File: config.mk
export PLATFORM = sky130hd
export DESIGN_NAME = riscv_wb_arbiter
export DESIGN_NICKNAME = d
export VERILOG_FILES = /design/src/rtl/riscv_wb_arbiter_pkg.sv /design/src/rtl/riscv_wb_fifo.sv /design/src/rtl/riscv_wb_arbiter.sv
export SDC_FILE = /design/constraint.sdc
export NUM_CORES = 1
export LEC_CHECK = 0
export BUFFER_PORTS_ARGS = -buffer_cell sky130_fd_sc_hd__buf_2
export CAP_MARGIN = 20
export CORE_MARGIN = 2
export CORE_UTILIZATION = 35
export CTS_BUF_LIST = sky130_fd_sc_hd__clkbuf_8 sky130_fd_sc_hd__clkbuf_16
export DETAILED_ROUTE_END_ITERATION = 10
export MAX_ROUTING_LAYER = met4
export PLACE_DENSITY_LB_ADDON = 0.12
export RECOVER_POWER = 25
export REMOVE_ABC_BUFFERS = 1
export SLEW_MARGIN = 20
export SYNTH_ARGS = -nofsm -noshare
export SYNTH_HDL_FRONTEND = slang
export SYNTH_SLANG_ARGS = --single-unit
File: constraint.sdc
create_clock -name clk -period 6.35 [get_ports clk]
set_input_delay 0.635 -clock clk [delete_from_list [all_inputs] [get_ports clk]]
set_output_delay 0.635 -clock clk [all_outputs]
set_load 0.005 [all_outputs]
File: src/rtl/riscv_wb_arbiter_pkg.sv
// Shared widths, entry layout and grant encoding for the writeback arbiter.
package riscv_wb_arbiter_pkg;

    localparam int REG_ADDR_W = 5;
    localparam int REG_W      = 32;
    // Buffer entry layout: {idx, val}, with the destination index in the upper bits.
    localparam int ENTRY_W    = REG_ADDR_W + REG_W;

    // Identifies which producer received the most recent grant.
    typedef enum logic {
        WB_REQ_ALU = 1'b0,
        WB_REQ_LSU = 1'b1
    } wb_req_e;

    // Returns 1 when a query index names a real register (not x0) and matches a write target.
    function automatic logic idx_hit(input logic [REG_ADDR_W-1:0] query,
                                     input logic [REG_ADDR_W-1:0] target);
        return (query != '0) && (query == target);
    endfunction

endpackage

File: src/rtl/riscv_wb_fifo.sv
// In-order buffer for one writeback producer. Exposes a per-entry valid bit and
// index so the top level can match hazard queries against every buffered write.
module riscv_wb_fifo
    import riscv_wb_arbiter_pkg::*;
#(
    parameter  int DEPTH = 2,
    localparam int CNT_W = $clog2(DEPTH) + 1
) (
    input  logic                        clk,
    input  logic                        rst_n,
    input  logic                        push,
    input  logic                        pop,
    input  logic [ENTRY_W-1:0]          din,
    output logic [ENTRY_W-1:0]          dout,
    output logic [CNT_W-1:0]            count,
    output logic [DEPTH-1:0]            ent_vld,
    output logic [DEPTH*REG_ADDR_W-1:0] ent_idx
);

    localparam int PTR_W = $clog2(DEPTH);

    logic [ENTRY_W-1:0] mem_q [DEPTH];
    logic [PTR_W-1:0]   wr_ptr_q, wr_ptr_d;
    logic [PTR_W-1:0]   rd_ptr_q, rd_ptr_d;
    logic [CNT_W-1:0]   count_q, count_d;
    logic [DEPTH-1:0]   vld_q, vld_d;

    // Next-state for pointers, occupancy and per-entry valid bits.
    // Pointers wrap naturally because DEPTH is a power of two.
    always_comb begin
        wr_ptr_d = wr_ptr_q;
        rd_ptr_d = rd_ptr_q;
        count_d  = count_q;
        vld_d    = vld_q;
        if (pop) begin
            rd_ptr_d        = rd_ptr_q + PTR_W'(1);
            vld_d[rd_ptr_q] = 1'b0;
        end
        if (push) begin
            wr_ptr_d        = wr_ptr_q + PTR_W'(1);
            vld_d[wr_ptr_q] = 1'b1;
        end
        case ({push, pop})
            2'b10:   count_d = count_q + CNT_W'(1);
            2'b01:   count_d = count_q - CNT_W'(1);
            default: count_d = count_q;
        endcase
    end

    // Control state register; reset empties the buffer and discards its contents.
    always_ff @(posedge clk) begin
        if (!rst_n) begin
            wr_ptr_q <= '0;
            rd_ptr_q <= '0;
            count_q  <= '0;
            vld_q    <= '0;
        end else begin
            wr_ptr_q <= wr_ptr_d;
            rd_ptr_q <= rd_ptr_d;
            count_q  <= count_d;
            vld_q    <= vld_d;
        end
    end

    // Entry storage needs no reset; the valid bits gate every use of it.
    always_ff @(posedge clk) begin
        if (push) begin
            mem_q[wr_ptr_q] <= din;
        end
    end

    assign dout    = mem_q[rd_ptr_q];
    assign count   = count_q;
    assign ent_vld = vld_q;

    for (genvar i = 0; i < DEPTH; i++) begin : g_idx
        assign ent_idx[i*REG_ADDR_W +: REG_ADDR_W] = mem_q[i][ENTRY_W-1 -: REG_ADDR_W];
    end

endmodule

File: src/rtl/riscv_wb_arbiter.sv
// Shares the register file write port between the ALU and the LSU. Each producer
// fills its own buffer; a round-robin arbiter drains one head per cycle into a
// registered write port, and hazard flags report any write still in flight.
module riscv_wb_arbiter
    import riscv_wb_arbiter_pkg::*;
#(
    parameter  int DEPTH = 2,
    localparam int CNT_W = $clog2(DEPTH) + 1
) (
    input  logic                  clk,
    input  logic                  rst_n,
    input  logic                  alu_valid_i,
    output logic                  alu_ready_o,
    input  logic [REG_ADDR_W-1:0] alu_rd_idx_i,
    input  logic [REG_W-1:0]      alu_rd_val_i,
    input  logic                  lsu_valid_i,
    output logic                  lsu_ready_o,
    input  logic [REG_ADDR_W-1:0] lsu_rd_idx_i,
    input  logic [REG_W-1:0]      lsu_rd_val_i,
    output logic                  rd_we_o,
    output logic [REG_ADDR_W-1:0] rd_idx_o,
    output logic [REG_W-1:0]      rd_val_o,
    input  logic [REG_ADDR_W-1:0] rs1_idx_i,
    input  logic [REG_ADDR_W-1:0] rs2_idx_i,
    output logic                  rs1_pending_o,
    output logic                  rs2_pending_o
);

    logic [ENTRY_W-1:0]          alu_head, lsu_head;
    logic [CNT_W-1:0]            alu_cnt, lsu_cnt;
    logic [DEPTH-1:0]            alu_vld, lsu_vld;
    logic [DEPTH*REG_ADDR_W-1:0] alu_idx, lsu_idx;
    logic                        alu_push, lsu_push;
    logic                        alu_req, lsu_req;
    logic                        alu_gnt, lsu_gnt;

    logic                        rd_we_q, rd_we_d;
    logic [REG_ADDR_W-1:0]       rd_idx_q, rd_idx_d;
    logic [REG_W-1:0]            rd_val_q, rd_val_d;
    wb_req_e                     last_grant_q, last_grant_d;

    // Ready comes from the registered count only; a full buffer stays not-ready
    // even when it is popping this cycle. x0 writes complete the handshake but are dropped.
    assign alu_ready_o = rst_n && (alu_cnt < CNT_W'(DEPTH));
    assign lsu_ready_o = rst_n && (lsu_cnt < CNT_W'(DEPTH));
    assign alu_push    = alu_valid_i && alu_ready_o && (alu_rd_idx_i != '0);
    assign lsu_push    = lsu_valid_i && lsu_ready_o && (lsu_rd_idx_i != '0);

    riscv_wb_fifo #(.DEPTH(DEPTH)) u_alu_fifo (
        .clk     (clk),
        .rst_n   (rst_n),
        .push    (alu_push),
        .pop     (alu_gnt),
        .din     ({alu_rd_idx_i, alu_rd_val_i}),
        .dout    (alu_head),
        .count   (alu_cnt),
        .ent_vld (alu_vld),
        .ent_idx (alu_idx)
    );

    riscv_wb_fifo #(.DEPTH(DEPTH)) u_lsu_fifo (
        .clk     (clk),
        .rst_n   (rst_n),
        .push    (lsu_push),
        .pop     (lsu_gnt),
        .din     ({lsu_rd_idx_i, lsu_rd_val_i}),
        .dout    (lsu_head),
        .count   (lsu_cnt),
        .ent_vld (lsu_vld),
        .ent_idx (lsu_idx)
    );

    // Round-robin grant on the current heads: under contention the side that did
    // not win last time goes first, so a starved head waits at most one cycle.
    assign alu_req = (alu_cnt != '0);
    assign lsu_req = (lsu_cnt != '0);
    assign alu_gnt = alu_req && (!lsu_req || (last_grant_q == WB_REQ_LSU));
    assign lsu_gnt = lsu_req && !alu_gnt;

    // Next-state for the write port; idx/val hold when nothing is granted.
    always_comb begin
        rd_we_d      = 1'b0;
        rd_idx_d     = rd_idx_q;
        rd_val_d     = rd_val_q;
        last_grant_d = last_grant_q;
        if (alu_gnt) begin
            rd_we_d      = 1'b1;
            rd_idx_d     = alu_head[ENTRY_W-1 -: REG_ADDR_W];
            rd_val_d     = alu_head[REG_W-1:0];
            last_grant_d = WB_REQ_ALU;
        end else if (lsu_gnt) begin
            rd_we_d      = 1'b1;
            rd_idx_d     = lsu_head[ENTRY_W-1 -: REG_ADDR_W];
            rd_val_d     = lsu_head[REG_W-1:0];
            last_grant_d = WB_REQ_LSU;
        end
    end

    // Registered write port and grant history; reset favours the ALU first.
    always_ff @(posedge clk) begin
        if (!rst_n) begin
            rd_we_q      <= 1'b0;
            rd_idx_q     <= '0;
            rd_val_q     <= '0;
            last_grant_q <= WB_REQ_LSU;
        end else begin
            rd_we_q      <= rd_we_d;
            rd_idx_q     <= rd_idx_d;
            rd_val_q     <= rd_val_d;
            last_grant_q <= last_grant_d;
        end
    end

    assign rd_we_o  = rd_we_q;
    assign rd_idx_o = rd_idx_q;
    assign rd_val_o = rd_val_q;

    // Hazard query: any valid buffered entry or the write currently on the port.
    always_comb begin
        rs1_pending_o = rd_we_q && idx_hit(rs1_idx_i, rd_idx_q);
        rs2_pending_o = rd_we_q && idx_hit(rs2_idx_i, rd_idx_q);
        for (int i = 0; i < DEPTH; i++) begin
            if (alu_vld[i] && idx_hit(rs1_idx_i, alu_idx[i*REG_ADDR_W +: REG_ADDR_W])) rs1_pending_o = 1'b1;
            if (lsu_vld[i] && idx_hit(rs1_idx_i, lsu_idx[i*REG_ADDR_W +: REG_ADDR_W])) rs1_pending_o = 1'b1;
            if (alu_vld[i] && idx_hit(rs2_idx_i, alu_idx[i*REG_ADDR_W +: REG_ADDR_W])) rs2_pending_o = 1'b1;
            if (lsu_vld[i] && idx_hit(rs2_idx_i, lsu_idx[i*REG_ADDR_W +: REG_ADDR_W])) rs2_pending_o = 1'b1;
        end
    end

endmodule

==> results.toml <==
[timing]
final_max_slew_viol_count = 0
fin_ws_ns = 3.65
hold_slack_ns = 0.325
fmax_mhz = 371
skew_ns = 0.0132
slew_headroom_pct = 38.6
period_share_pct = 42.4
worst_pin_slew_ns = 0.921
setup_viol = 0
period_minus_slack_ns = 2.70
tns_ns = 0
rsz0062_at_grt = "no"
hold_viol_final = 0

[critical_path]
critPathBufInv = 2
path_class = "in2reg"
required_ns = 6.52
path_max_fanout = 55
critPathArrivalTime_ns = 2.86
crit_cells = 5
slowest_delay_ns = 0.68
r2r-start = "u_lsu_fifo.count[0]$_SDFFE_PN0P_"
crit_path_end_kind = "register"
critPathTopFamily = "buffers and inverters"
crit_chain = "buf_2, nor2b_1, o211ai_1, nor2_4, buf_4"
setup.worst_path.start = "rst_n"
start_kind = "primary input"
slowest_stage = "buf_2"
rr_worst_depth = 8

[logic_synthesis]
synthArstFlopShare_pct = 0
synth.distinct_cells = 27
seq_area_frac_synth_pct = 68.3
synthTopCellsByArea = "edfxtp_1, dfxtp_1, mux2i_1, xor2_1, o221ai_1"
syn-instance-count = 557
yosysTopAreaCell = "edfxtp_1"
synth_edf_count = 148
ys_seq_elements = 201
synth_top_area_share_pct = 55.1
synth-main-ff-cell = "edfxtp_1"
synth_most_common_cell = "edfxtp_1"
avgSynthCellArea_um2 = 14.5
netlist_area_mm2 = 0.00807
synth_commonest_cells = "edfxtp_1, mux2i_1, dfxtp_1"
synth_warnings = 0

[placed_design]
io_buffer_count = 129
gp_congestion = 0.807
place_ws_ns = 3.08
dp_hpwl_um = 12400

[floorplan]
die_area_mm2 = 0.0243
core_mm2 = 0.0226
rows = 55
ioPinCount = 130
fp.dieH_um = 156
initial_core_util_pct = 35.6
fp.dieW_um = 156

[pwr]
powerDensity_mw_per_mm2 = 427
p_int_mw = 2.91
p_switching_mw = 1.26
p_clk_share_pct = 30.6
switching_share_pct = 30.2
design_power_total_mw = 4.17
leakage_nw = 3.53
vdd_drop_max_mv = 0.254
p_comb_share_pct = 26.5
pwr-share-seq_pct = 43.0

[clock_network]
hold_buffers = 0
cts_setup_buffers = 0
cts.path.max_buffers = 3
clkTransAtPathRegs_ns = 0.06
cts_sinks = 201
cts_buffers = 22
cts_tree = "built"
cts_resized = 0
clk_latency_ns = 0.50
cts-root-buf = "clkbuf_16"
cts_max_level = 1

[run]
cap_violations = 0

[hold_path]
hold_path_depth = 1
min_path_type = "in2reg"
worstHoldStart = "alu_rd_val_i[7]"

[outcome]
status = "complete, no violations"

[detailed_routing]
drtPass1Iterations = 4
drtAntennaViolNets = 0
routed_via_density = 4.91
drc = 0
drt_iter0_markers = 242
avgRoutedWirePerCell_um = 18.8
vias = 4841
routed_wl_um = 18500

[finish]
nFillCells = 2058
drive_above_1_share_pct = 21.5
utilization_pct = 43.0
area_growth_syn_to_layout_pct = 20.8
final_nets = 771

[global_route]
grt_max_degree = 56
antenna_found_initial = 3
grt_pass1_wl_um = 28500
gr-total-overflow = 0
track_usage_pct = 15.8
grt_pass1_vias = 5062
kinds of logic (layout without fill, tap and decap cells):
logic type,Yosys count,after routing,synth area share [%]
xor gates and xnor gates,56,56,6.08
and+or+nand+nor,122,122,7.93
muxes,74,74,9.18
buffers and inverters,44,184,2.33
AOI/OAI and AO/OA,58,58,5.91
adders and majority gates,2,2,0.310
other,0,3,0
DFF,201,201,68.3
routing by layer:
| layer | part of all wire (%) | wire [um] | GRT usage [%] |
|---|---|---|---|
| met4 | 1.7 | 317 | 4.24 |
| met5 | 0 | 0 | - |
| met2 | 47 | 8790 | 25.6 |
| met1 | 46 | 8520 | 20.6 |
| met3 | 4.8 | 892 | 2.61 |
layout make-up:
class / count / area (um2) / area share [%]
tap: 285 / 357 / 3.66
inverter: 7 / 26.3 / 0.270
sequential: 201 / 5510 / 56.5
clock inverter: 16 / 150 / 1.54
multi-input combinational: 312 / 2420 / 24.8
clock buffer: 24 / 589 / 6.05
antenna: 3 / 7.51 / 0.0770
timing repair buffer: 137 / 688 / 7.06
sequential cells by signal (all words and copies together) (netlist names), 2 cells and up, named ones only:
| name | cells |
|---|---|
| u_lsu_fifo.ent_vld | 2 |
| u_alu_fifo.count | 2 |
| rd_idx_o | 5 |
| rd_val_o | 32 |
| u_alu_fifo.mem_q | 74 |
| u_lsu_fifo.mem_q | 74 |
| u_alu_fifo.ent_vld | 2 |
| u_lsu_fifo.count | 2 |
worst register-to-register path, delay by kind of cell, from the launching register on:
kind / cells / cell delay [ns]
fa+ha+maj: 1 / 0.25
flops: 1 / 0.51
buf+inv: 2 / 0.53
simple gates: 2 / 0.48
compound gates: 3 / 0.71
layout by cell type, fill, tap and decap left out, drive strengths merged, types with 3 or more instances in the layout:
cell type / instances
a21boi: 4
and2: 44
buf: 107
bufinv: 3
clkbuf: 54
clkinv: 9
dfxtp: 53
diode: 3
edfxtp: 148
inv: 10
mux2i: 74
nand2: 40
nand3: 12
nor2: 5
nor2b: 3
nor4: 11
o21a: 7
o21ai: 5
o221ai: 37
or4: 4
xnor2: 16
xor2: 40
through the flow:
step,std cells,instance area [um2]
2_1_floorplan,520,7900
3_3_place_gp,941,9010
3_5_place_dp,942,9040
4_1_cts,982,9780
5_1_grt,985,9750
6_report,985,9750
final timing paths:
path | to | slack [ns]
worst max register to register | u_lsu_fifo.count[1]$_SDFFE_PN0P_ | 3.80
worst max-delay path | u_alu_fifo.mem_q[1][23]$_DFFE_PP_ | 3.65
worst min register to register | u_lsu_fifo.ent_vld[1]$_SDFF_PN0_ | 0.55
worst min-delay path | u_alu_fifo.mem_q[0][7]$_DFFE_PP_ | 0.32
power groups by stage:
stage	Combinational, mW	Clock [mW]	Sequential, mW
3_5_place_dp	1.13	0	1.82
2_1_floorplan	0.653	0	1.82
3_3_place_gp	1.10	0	1.81
5_1_grt	1.23	1.37	1.81
4_1_cts	1.13	1.31	1.79
6_report	1.10	1.27	1.79
Power figures use the tool's default switching activity.
